$ cat src/rtl/mesh_port_arbiter_if.sv
// rtl/mesh_port_arbiter_if.sv - handshake bundle between mesh inputs, arbiter and output link
//
// Signals:
//   in_valid/in_flit/in_ready : per-input flit offer and accept (NUM_IN lanes)
//   out_valid/out_flit        : registered output link flit
//   out_ready                 : downstream accept
//   grant_id/locked           : last granted input, packet-lock status
//   timeout_err               : one-cycle watchdog release pulse
interface mesh_port_arbiter_if #(
    parameter int NUM_IN = 5,
    parameter int FLIT_W = 64
);
    logic [NUM_IN-1:0]        in_valid;
    logic [NUM_IN*FLIT_W-1:0] in_flit;
    logic [NUM_IN-1:0]        in_ready;
    logic                     out_valid;
    logic [FLIT_W-1:0]        out_flit;
    logic                     out_ready;
    logic [2:0]               grant_id;
    logic                     locked;
    logic                     timeout_err;

    // Arbiter side.
    modport slave (
        input  in_valid, in_flit, out_ready,
        output in_ready, out_valid, out_flit, grant_id, locked, timeout_err
    );

    // Source/sink side.
    modport master (
        output in_valid, in_flit, out_ready,
        input  in_ready, out_valid, out_flit, grant_id, locked, timeout_err
    );
endinterface

$ cat src/rtl/mesh_port_arbiter.sv
// rtl/mesh_port_arbiter.sv - round-robin output-port arbiter with packet lock and watchdog
//
// Ports:
//   clk : clock, all state updates on posedge
//   rst : synchronous active-high reset
//   bus : mesh_port_arbiter_if.slave
//         in_valid/in_flit in, in_ready out (combinational, one-hot or zero)
//         out_valid/out_flit out (registered), out_ready in
//         grant_id, locked, timeout_err out (registered)
module mesh_port_arbiter #(
    parameter int NUM_IN   = 5,
    parameter int FLIT_W   = 64,
    parameter int LAST_BIT = 62,
    parameter int MAX_IDLE = 16
) (
    input  logic                clk,
    input  logic                rst,
    mesh_port_arbiter_if.slave  bus
);
    localparam int IDX_W  = 3;
    localparam int IDLE_W = $clog2(MAX_IDLE + 1);

    typedef enum logic {
        ST_ARB    = 1'b0,
        ST_LOCKED = 1'b1
    } state_t;

    state_t              state_q, state_d;
    logic [IDX_W-1:0]    ptr_q, ptr_d;
    logic [IDX_W-1:0]    owner_q, owner_d;
    logic [IDX_W-1:0]    grant_q, grant_d;
    logic [IDLE_W-1:0]   idle_q, idle_d;
    logic                out_valid_q, out_valid_d;
    logic [FLIT_W-1:0]   out_flit_q, out_flit_d;
    logic                locked_q, locked_d;
    logic                timeout_q, timeout_d;

    logic                space;
    logic                sel_valid;
    logic                xfer;
    logic [IDX_W-1:0]    sel_idx;
    logic [IDX_W-1:0]    cand;
    logic [FLIT_W-1:0]   sel_flit;
    logic [NUM_IN-1:0]   ready;

    // Explicit modulo-NUM_IN increment so the pointer never names a missing input.
    function automatic logic [IDX_W-1:0] wrap_inc(input logic [IDX_W-1:0] i);
        if (i == IDX_W'(NUM_IN - 1)) begin
            return '0;
        end
        return i + IDX_W'(1);
    endfunction

    // Winner selection: the owner while locked, otherwise the first valid
    // input at or after the round-robin pointer.
    always_comb begin
        sel_idx   = '0;
        sel_valid = 1'b0;
        cand      = ptr_q;
        if (state_q == ST_LOCKED) begin
            sel_idx   = owner_q;
            sel_valid = bus.in_valid[owner_q];
        end else begin
            for (int k = 0; k < NUM_IN; k++) begin
                if (!sel_valid && bus.in_valid[cand]) begin
                    sel_idx   = cand;
                    sel_valid = 1'b1;
                end
                cand = wrap_inc(cand);
            end
        end
    end

    always_comb begin
        sel_flit = '0;
        for (int i = 0; i < NUM_IN; i++) begin
            if (sel_idx == IDX_W'(i)) begin
                sel_flit = bus.in_flit[i*FLIT_W +: FLIT_W];
            end
        end
    end

    // The output register can take a flit when empty or draining this cycle.
    assign space = ~out_valid_q | bus.out_ready;
    assign xfer  = space & sel_valid & ~rst;
    assign ready = xfer ? (NUM_IN'(1) << sel_idx) : '0;

    always_comb begin
        state_d     = state_q;
        ptr_d       = ptr_q;
        owner_d     = owner_q;
        grant_d     = grant_q;
        idle_d      = idle_q;
        out_valid_d = out_valid_q;
        out_flit_d  = out_flit_q;
        timeout_d   = 1'b0;

        if (xfer) begin
            out_flit_d  = sel_flit;
            out_valid_d = 1'b1;
            grant_d     = sel_idx;
            idle_d      = '0;
            if (sel_flit[LAST_BIT]) begin
                state_d = ST_ARB;
                ptr_d   = wrap_inc(sel_idx);
            end else begin
                state_d = ST_LOCKED;
                owner_d = sel_idx;
            end
        end else begin
            if (bus.out_ready) begin
                out_valid_d = 1'b0;
            end
            // Only an absent owner ages the lock; a valid owner stalled by
            // backpressure is making progress as far as the packet goes.
            if (state_q == ST_LOCKED && !bus.in_valid[owner_q]) begin
                if (idle_q == IDLE_W'(MAX_IDLE - 1)) begin
                    state_d   = ST_ARB;
                    ptr_d     = wrap_inc(owner_q);
                    timeout_d = 1'b1;
                    idle_d    = '0;
                end else begin
                    idle_d = idle_q + IDLE_W'(1);
                end
            end
        end

        locked_d = (state_d == ST_LOCKED);
    end

    always_ff @(posedge clk) begin
        if (rst) begin
            state_q     <= ST_ARB;
            ptr_q       <= '0;
            owner_q     <= '0;
            grant_q     <= '0;
            idle_q      <= '0;
            out_valid_q <= 1'b0;
            out_flit_q  <= '0;
            locked_q    <= 1'b0;
            timeout_q   <= 1'b0;
        end else begin
            state_q     <= state_d;
            ptr_q       <= ptr_d;
            owner_q     <= owner_d;
            grant_q     <= grant_d;
            idle_q      <= idle_d;
            out_valid_q <= out_valid_d;
            out_flit_q  <= out_flit_d;
            locked_q    <= locked_d;
            timeout_q   <= timeout_d;
        end
    end

    assign bus.in_ready    = ready;
    assign bus.out_valid   = out_valid_q;
    assign bus.out_flit    = out_flit_q;
    assign bus.grant_id    = grant_q;
    assign bus.locked      = locked_q;
    assign bus.timeout_err = timeout_q;
endmodule

$ cat src/flat_wrapper.sv
// flat-port wrapper written by rule: the top's interface ports become plain ports
module mesh_port_arbiter_flat 
#(
    parameter int NUM_IN   = 5,
    parameter int FLIT_W   = 64,
    parameter int LAST_BIT = 62,
    parameter int MAX_IDLE = 16
)
  (clk, rst, bus_in_valid, bus_in_flit, bus_out_ready, bus_in_ready, bus_out_valid, bus_out_flit, bus_grant_id, bus_locked, bus_timeout_err);
  mesh_port_arbiter_if #(.NUM_IN(NUM_IN), .FLIT_W(FLIT_W)) bus_i ();
  input  logic clk;
  input  logic rst;
  input wire logic [$bits(bus_i.in_valid)-1:0] bus_in_valid;
  input wire logic [$bits(bus_i.in_flit)-1:0] bus_in_flit;
  input wire logic [$bits(bus_i.out_ready)-1:0] bus_out_ready;
  output wire logic [$bits(bus_i.in_ready)-1:0] bus_in_ready;
  output wire logic [$bits(bus_i.out_valid)-1:0] bus_out_valid;
  output wire logic [$bits(bus_i.out_flit)-1:0] bus_out_flit;
  output wire logic [$bits(bus_i.grant_id)-1:0] bus_grant_id;
  output wire logic [$bits(bus_i.locked)-1:0] bus_locked;
  output wire logic [$bits(bus_i.timeout_err)-1:0] bus_timeout_err;
  assign bus_i.in_valid = bus_in_valid;
  assign bus_i.in_flit = bus_in_flit;
  assign bus_i.out_ready = bus_out_ready;
  assign bus_in_ready = bus_i.in_ready;
  assign bus_out_valid = bus_i.out_valid;
  assign bus_out_flit = bus_i.out_flit;
  assign bus_grant_id = bus_i.grant_id;
  assign bus_locked = bus_i.locked;
  assign bus_timeout_err = bus_i.timeout_err;
  mesh_port_arbiter #(.NUM_IN(NUM_IN), .FLIT_W(FLIT_W), .LAST_BIT(LAST_BIT), .MAX_IDLE(MAX_IDLE)) u_core (.clk(clk), .rst(rst), .bus(bus_i));
endmodule
$ cat config.mk
export PLATFORM = sky130hd
export DESIGN_NAME = mesh_port_arbiter_flat
export DESIGN_NICKNAME = d
export VERILOG_FILES = /design/src/rtl/mesh_port_arbiter_if.sv /design/src/rtl/mesh_port_arbiter.sv /design/src/flat_wrapper.sv
export SDC_FILE = /design/constraint.sdc
export NUM_CORES = 1
export LEC_CHECK = 0
export BUFFER_PORTS_ARGS = -buffer_cell sky130_fd_sc_hd__buf_2
export CORE_UTILIZATION = 24
export CTS_BUF_LIST = sky130_fd_sc_hd__clkbuf_4 sky130_fd_sc_hd__clkbuf_8 sky130_fd_sc_hd__clkbuf_16
export CTS_CLUSTER_DIAMETER = 40
export DETAILED_ROUTE_END_ITERATION = 16
export PLACE_DENSITY = 0.54
export SETUP_SLACK_MARGIN = 0.4
export SYNTH_ARGS = -nofsm -noshare
export SYNTH_HDL_FRONTEND = slang
export SYNTH_SLANG_ARGS = --single-unit
$ cat constraint.sdc
create_clock -name clk -period 15.09 [get_ports clk]
set_input_delay 0.7545 -clock clk [delete_from_list [all_inputs] [get_ports clk]]
set_output_delay 0.7545 -clock clk [all_outputs]
set_load 0.005 [all_outputs]
==> results.yml, run 1 <==
timing:
  fin_crit_sh_pct: 56.14
  maxSlewHeadroom_pct: 27.51
  fmax_mhz: 118.0
  setup_tns_ps: 0
  whs_ps: 451.3
  setup_viol: 0
  worst_slew_pin_slew_ps: 1073
  rsz0062_at_grt: "false"
  layout_setup_ws_ps: 6619
  final_hold_viol_count: 0
  slew_viol_final: 0
  fin_skew_ps: 13.71
  post-route-min-period_ps: 8471
clock_tree:
  root_buffer: "clkbuf_16"
  cts_resized: 0
  cts_buffer_depth: 2
  cts_tree: "yes"
  h-tree-depth: 3
  cts_buffers: 9
  clk_pin_slew_ps: 60
  post_cts_buffers: 0
  worstSkewPairLatency_ps: 350
  cts_sinks: 81
  hold_buffers: 0
critical_path:
  end_kind: "output pin"
  required_ps: 14340
  cp_max_fo: 83
  crit_path_start_kind: "flop"
  timing_worst_setup_path_type: "flop to output pin"
  crit_arrival_ps: 7720
layout:
  seq_area_sq_um: 1622
  syn_to_final_growth_pct: 37.67
  drive_above_1_share_pct: 40.68
  stdcell_area_sq_um: 9498
  mostFrequentLayoutCells: "buf_2, nor2_1, nand2_1"
  mostFrequentLayoutCell: "buf_2"
  nNetsFinal: 1576
  multiInputGateArea_sq_um: 4881
  n_fill_cell: 3088
yosys:
  syn_area_sq_um: 6899
  ys_seq_area_share_pct: 23.50
  synth_edf_count: 0
  synth_fp_nets: 1250
  ys_types: 63
  ys_seq_elements: 81
  async_reset_ff_share_pct: 0
  avgSynthCellArea_sq_um: 7.598
  synthCells: 908
  ys_warn_count: 0
  synth-main-ff-cell: "dfxtp_1"
detailed_routing:
  routed-via-count: 8605
  wl_per_cell_microns: 19.23
  vias_per_cell: 5.318
  drtIter0Drc: 572
  antenna_left: 0
  drc: 0
  wl_mm: 31.12
  firstDrtPassIters: 5
worst_hold_path:
  hold_path_class: "flop to flop"
status:
  status: "finished clean"
die:
  die_y_microns: 171.5
  rows: 61
  io_pins: 403
  dieArea_sq_um: 29430
  start_util_pct: 24.63
  fp.coreArea_sq_um: 28010
  die-width_microns: 171.5
global_routing:
  grt_antenna_before_repair: 1
  grt_usage_pct: 20.22
  grt_max_degree: 84
  grt_pass1_vias: 8076
  grt_overflow: 0
  grt_pass1_wl_mm: 46.06
placement:
  routabilityCongestion: 0.9060
  place.detailed.hpwl_mm: 22.30
  place_area_sq_um: 9148
  port-buffer-count: 402
  dpl_worst_slack_ps: 6686
job:
  maxCapViolations: 0
sequential cells by signal, summed over array words and instances, names as in the netlist:
name / count
u_core.state_q: 1
u_core.bus.out_valid: 1
u_core.owner_q: 3
u_core.idle_q: 5
u_core.bus.grant_id: 3
u_core.bus.out_flit: 64
u_core.ptr_q: 3
u_core.bus.timeout_err: 1
metal layers:
metal	vias to the layer above	wire, microns	GRT usage [%]
met5	-	8	0
met4	2	514	5.629
met2	385	15050	34.17
met1	4027	13450	26.21
li1	4154	-	-
met3	37	2092	3.497
cell families (layout without fill, tap and decap cells):
logic type	after synthesis	count (layout)	share of synthesized area, %
and+or+nand+nor	357	357	23.92
AOI/OAI and AO/OA	322	322	39.63
buffers and inverters	116	447	7.182
DFF	81	81	23.50
muxes	17	17	3.101
adders and majority gates	14	14	2.539
xor gates and xnor gates	1	1	0.1270
other	0	1	0
cell usage after synthesis, types with 7 or more instances:
cell | instances | area [sq um]
mux2i_1 | 9 | 90.09
or3_1 | 14 | 87.58
dfxtp_1 | 81 | 1622
buf_2 | 12 | 60.06
clkbuf_1 | 66 | 247.7
a2111oi_2 | 48 | 720.7
nand2b_1 | 7 | 43.79
nand3_1 | 9 | 45.04
a311oi_1 | 12 | 105.1
a21oi_1 | 80 | 400.4
o31a_1 | 53 | 464.2
o2bb2ai_1 | 10 | 87.58
inv_1 | 15 | 56.30
nand4_1 | 7 | 43.79
nor4_1 | 56 | 350.3
nor2_1 | 149 | 559.3
nand2_1 | 86 | 322.8
a22oi_1 | 65 | 488.0
buf_1 | 16 | 60.06
ha_1 | 14 | 175.2
critical path: stages (launching register included):
cell	delay, ps
dfxtp_1	630
inv_1	160
ha_1	350
a21boi_0	490
inv_1	100
ha_1	240
o21ai_1	130
a22o_1	360
clkinv_1	270
ha_1	360
a31o_2	250
o211a_1	240
or4_4	550
a31oi_1	440
nor4_1	100
o41ai_1	890
ha_4	550
buf_4	690
and3_1	290
buf_2	120
through the flow:
step	instances	util, %
after floorplan	908	-
after global placement	1601	32.66
after detailed placement	1601	32.66
after CTS	1617	33.90
after global routing	1617	33.90
final	1618	33.91
area by class of cell:
type,instances,share of cell area [%]
Multi-Input combinational cell,711,51.39
Timing Repair Buffer,415,22.24
Sequential cell,81,17.07
Tap cell,378,4.980
Clock buffer,10,2.450
Clock inverter,6,1.212
Inverter,16,0.6323
Antenna cell,1,0.02635
worst paths after layout:
kind	from	end	slack (ps)	depth (start not counted)
hold reg to reg	u_core.bus.grant_id[2]$_SDFFE_PP0P_	u_core.bus.grant_id[2]$_SDFFE_PP0P_	450	2
setup reg to reg	u_core.ptr_q[0]$_SDFFE_PP0P_	u_core.owner_q[1]$_SDFFE_PP0P_	6620	24
hold / removal	u_core.bus.grant_id[2]$_SDFFE_PP0P_	u_core.bus.grant_id[2]$_SDFFE_PP0P_	450	2
setup / recovery	u_core.ptr_q[0]$_SDFFE_PP0P_	bus_in_ready[2]	6620	19
Power of run 1 is left out: the tool's default activity adds up to more than one toggle a clock period on the data nets, which glitch-free logic cannot reach.
==> inputs of run 2 (changes only) <==
==> constraint.sdc (replaced) <==
create_clock -name clk -period 7.9 [get_ports clk]
set_input_delay 0.395 -clock clk [delete_from_list [all_inputs] [get_ports clk]]
set_output_delay 0.395 -clock clk [all_outputs]
set_load 0.005 [all_outputs]
==> results.yml, run 2 (synthesized netlist as in run 1, its figures left out) <==
worst_hold_path:
  holdPathStages: 3
  min_from: "bus_in_flit[249]"
  hold_path_class: "input pin to flop"
die:
  fp.coreArea_sq_um: 28010
  start_util_pct: 24.63
  dieArea_sq_um: 29430
  die_y_microns: 171.5
  rows: 61
  die-width_microns: 171.5
  io_pins: 403
timing:
  worst_slew_pin_slew_ps: 1113
  post-route-min-period_ps: 6932
  fmax_mhz: 144.3
  fin_skew_ps: 8.166
  setup_viol: 0
  slew_viol_final: 0
  setup_tns_ps: 0
  fin_crit_sh_pct: 87.74
  final_hold_viol_count: 0
  maxSlewHeadroom_pct: 25.58
  rsz0062_at_grt: "false"
global_routing:
  grt_max_degree: 65
  grt_pass1_wl_mm: 47.17
  grt_overflow: 0
  grt_pass1_vias: 8268
  grt_usage_pct: 20.90
  grt_antenna_before_repair: 4
layout:
  syn_to_final_growth_pct: 38.52
  nNetsFinal: 1581
  mostFrequentLayoutCells: "buf_2, nor2_1, nand2_1"
  largest_reg_flops: 64
  drive_above_1_share_pct: 41.03
  n_fill_cell: 3033
  mostFrequentLayoutCell: "buf_2"
clock_tree:
  cts_sinks: 81
  cts_tree: "yes"
  worstSkewPairLatency_ps: 350
  cts_buffers: 9
  root_buffer: "clkbuf_16"
  hold_buffers: 0
  cts_buffer_depth: 2
  h-tree-depth: 3
  clk_pin_slew_ps: 70
critical_path:
  end_kind: "flop"
  required_ps: 8130
  crit_slowest_cell: "or4_4"
  path_cells: "inv_1 > ha_1 > a21boi_1 > inv_1 > ha_1 > o21ai_1 > a22o_1 > clkinv_1 > ha_1 > a31o_2 > o211a_1 > or4_4 > a31oi_2 > nor4_1 > o41ai_1 > buf_4 > ha_2 > nor2b_4 > a22oi_1 > nor2_1 > a21oi_1 > o221ai_1 > a21oi_1 > mux2_2"
  critical-path-max-stage-delay_ps: 560
  reg2reg_depth: 24
  crit_path_start: "u_core.ptr_q[0]$_SDFFE_PP0P_"
  crit_arrival_ps: 7160
  cp_max_fo: 22
  crit_top_cell: "ha_1"
  rr_startpoint: "u_core.ptr_q[0]$_SDFFE_PP0P_"
  crit_path_start_kind: "flop"
  timing_worst_setup_path_type: "flop to flop"
detailed_routing:
  wl_mm: 32.07
  vias_per_cell: 5.357
  wl_per_cell_microns: 19.75
  firstDrtPassIters: 5
  drc: 0
  drtIter0Drc: 601
  antenna_left: 0
  routed-via-count: 8700
job:
  maxCapViolations: 0
placement:
  routabilityCongestion: 0.8762
  port-buffer-count: 402
  place.detailed.hpwl_mm: 23.01
status:
  status: "finished clean"
-- run 2: cell types whose count changed in the layout (fill, tap and decap cells not counted), sizes merged --
cell | previous run | this run
buf | 415 | 420
diode | 1 | 3
clkbuf | 10 | 9
-- run 2: path summary, 6_finish.rpt --
kind | slack, ps | endpoint
worst max-delay path | 970 | u_core.owner_q[1]$_SDFFE_PP0P_
worst min-delay path | 310 | u_core.bus.out_flit[57]$_SDFFE_PP0P_
worst max register to register | 970 | u_core.owner_q[1]$_SDFFE_PP0P_
worst min register to register | 470 | u_core.bus.out_flit[62]$_SDFFE_PP0P_
-- run 2: timing repair --
item | 4_1_cts | 5_1_grt
setup endpoints to repair | 0 | 76
setup buffers | 0 | 0
resized for setup | 0 | 4
-- run 2: area by class of cell --
cell class | instances | area, sq um | share of cell area, %
Antenna cell | 3 | 7.507 | 0.07855
Clock buffer | 9 | 225.2 | 2.357
Clock inverter | 6 | 115.1 | 1.204
Inverter | 16 | 60.06 | 0.6284
Multi-Input combinational cell | 711 | 4887 | 51.14
Sequential cell | 81 | 1623 | 16.98
Tap cell | 378 | 473.0 | 4.949
Timing Repair Buffer | 420 | 2166 | 22.66
-- run 2: critical path, delay by kind of cell, from the launching register on --
kind	cells	cell delay, ps
muxes	1	390
and+or+nand+nor	4	820
DFF	1	490
AOI/OAI and AO/OA	11	2950
buffers and inverters	4	660
adders and majority gates	4	1490
-- run 2: per-stage QoR --
stage / instances / hold WS (ps) / instance area (sq um) / setup slack (ps) / util, %
2_1_floorplan: 908 / 442.3 / 6899 / 1514 / -
3_3_place_gp: 1606 / 445.7 / 9198 / 748.6 / 32.84
3_5_place_dp: 1606 / 454.9 / 9198 / 530.4 / 32.84
4_1_cts: 1621 / 292.8 / 9538 / 527.3 / 34.05
5_1_grt: 1624 / 317.6 / 9557 / 412.0 / 34.12
6_report: 1624 / 310.5 / 9557 / 968.2 / 34.12
-- run 2: routing by layer --
metal | vias up | track usage (%) | share of wire (%)
met5 | - | 0 | 0.041
met4 | 2 | 6.483 | 2.0
met3 | 42 | 4.280 | 7.1
met2 | 368 | 33.41 | 47
met1 | 4142 | 27.95 | 44
li1 | 4146 | - | -
Power of run 2 is left out for the same reason.
==> inputs of run 3 (changes only) <==
--- a/config.mk
+++ b/config.mk
@@ -10,6 +10,7 @@
 export CTS_BUF_LIST = sky130_fd_sc_hd__clkbuf_4 sky130_fd_sc_hd__clkbuf_8 sky130_fd_sc_hd__clkbuf_16
 export CTS_CLUSTER_DIAMETER = 40
 export DETAILED_ROUTE_END_ITERATION = 16
+export MAX_ROUTING_LAYER = met4
 export PLACE_DENSITY = 0.54
 export SETUP_SLACK_MARGIN = 0.4
 export SYNTH_ARGS = -nofsm -noshare
==> results.yml, run 3 (synthesized netlist as in run 1, its figures left out) <==
die:
  io_pins: 403
  die-width_microns: 171.5
  fp.coreArea_sq_um: 28010
  rows: 61
  die_y_microns: 171.5
  start_util_pct: 24.63
  dieArea_sq_um: 29430
global_routing:
  grt_pass1_vias: 7986
  grt_pass1_wl_mm: 45.93
  grt_overflow: 0
  grt_antenna_before_repair: 5
  grt_usage_pct: 21.09
  grt_max_degree: 69
detailed_routing:
  routed-via-count: 8713
  antenna_left: 0
  firstDrtPassIters: 5
  vias_per_cell: 5.352
  wl_per_cell_microns: 19.45
  drc: 0
  drtIter0Drc: 612
  wl_mm: 31.66
clock_tree:
  post_cts_buffers: 0
  clk_pin_slew_ps: 70
  cts_buffers: 9
  cts_tree: "yes"
  root_buffer: "clkbuf_16"
  hold_buffers: 0
  h-tree-depth: 3
  cts_buffer_depth: 2
  cts_sinks: 81
  cts_resized: 0
  worstSkewPairLatency_ps: 350
layout:
  multiInputGateArea_sq_um: 4905
  n_fill_cell: 3087
  mostFrequentLayoutCells: "buf_2, nor2_1, nand2_1"
  mostFrequentLayoutCell: "buf_2"
  syn_to_final_growth_pct: 38.28
  nNetsFinal: 1582
  largest_reg_flops: 64
  seq_area_sq_um: 1623
  drive_above_1_share_pct: 41.20
critical_path:
  rr_startpoint: "u_core.ptr_q[0]$_SDFFE_PP0P_"
  cp_max_fo: 68
  timing_worst_setup_path_type: "flop to flop"
  crit_arrival_ps: 7200
  required_ps: 8130
  crit_path_start: "u_core.ptr_q[0]$_SDFFE_PP0P_"
  crit_path_start_kind: "flop"
  end_kind: "flop"
  rrSetupSlack_ps: 940
timing:
  fin_skew_ps: 14.39
  final_hold_viol_count: 0
  fmax_mhz: 143.6
  maxSlewHeadroom_pct: 42.68
  slew_viol_final: 0
  setup_tns_ps: 0
  rsz0062_at_grt: "false"
  fin_crit_sh_pct: 88.14
  post-route-min-period_ps: 6963
  setup_viol: 0
  worst_slew_pin_slew_ps: 859.8
placement:
  routabilityCongestion: 0.9149
  place.detailed.hpwl_mm: 22.78
  port-buffer-count: 402
status:
  status: "finished clean"
worst_hold_path:
  min_from: "bus_in_flit[245]"
  hold_path_class: "input pin to flop"
job:
  maxCapViolations: 0
==> run 3: final timing paths <==
kind                                          end  cells after the start
min reg2reg   u_core.bus.grant_id[2]$_SDFFE_PP0P_                      2
max                u_core.owner_q[0]$_SDFFE_PP0P_                     24
min          u_core.bus.out_flit[53]$_SDFFE_PP0P_                      3
max reg2reg        u_core.owner_q[0]$_SDFFE_PP0P_                     24
==> run 3: cell type report <==
class / instances / area share [%]
multi-input cells: 711 / 51.41
diodes: 5 / 0.1311
well taps: 378 / 4.957
clock buffers: 11 / 2.649
flip-flops and latches: 81 / 17.01
repair buffers: 421 / 22.82
inverters: 16 / 0.6295
clock inverters: 5 / 0.3934
==> run 3: layer usage <==
layer  wire length, microns  track usage, %  vias up
li1                       -               -     4170
met1                  13940           27.18     4131
met2                  15090           33.55      381
met3                   2106           3.843       31
met4                    526           5.823        0
met5                      0               -        -
==> run 3: per-stage QoR <==
step                      hold slack (ps)  utilization, %  std cells  setup slack (ps)  cell area (sq um)
final                               317.2           34.06       1628             937.1               9540
after global routing                314.4           34.05       1627             417.7               9538
after CTS                           298.3           33.90       1623             404.1               9495
after detailed placement            451.5           32.86       1607             411.6               9205
after global placement              442.3           32.86       1607             684.5               9205
after floorplan                     442.3               -        908              1514               6899
==> run 3: worst max-delay path, cell delays in order, from the launching register on <==
cell,delay (ps)
dfxtp_2,500
inv_1,120
ha_1,340
a21boi_1,390
inv_1,90
ha_1,230
o21ai_1,130
a22o_1,350
clkinv_1,280
ha_1,360
a31o_2,250
o211a_1,230
or4_4,560
a31oi_2,320
nor4_1,110
o41ai_1,270
buf_4,200
inv_1,120
ha_1,240
ha_4,340
nand2_1,160
o21ai_0,80
or3_1,390
a21oi_1,400
mux2_2,380
Power of run 3 is left out for the same reason.
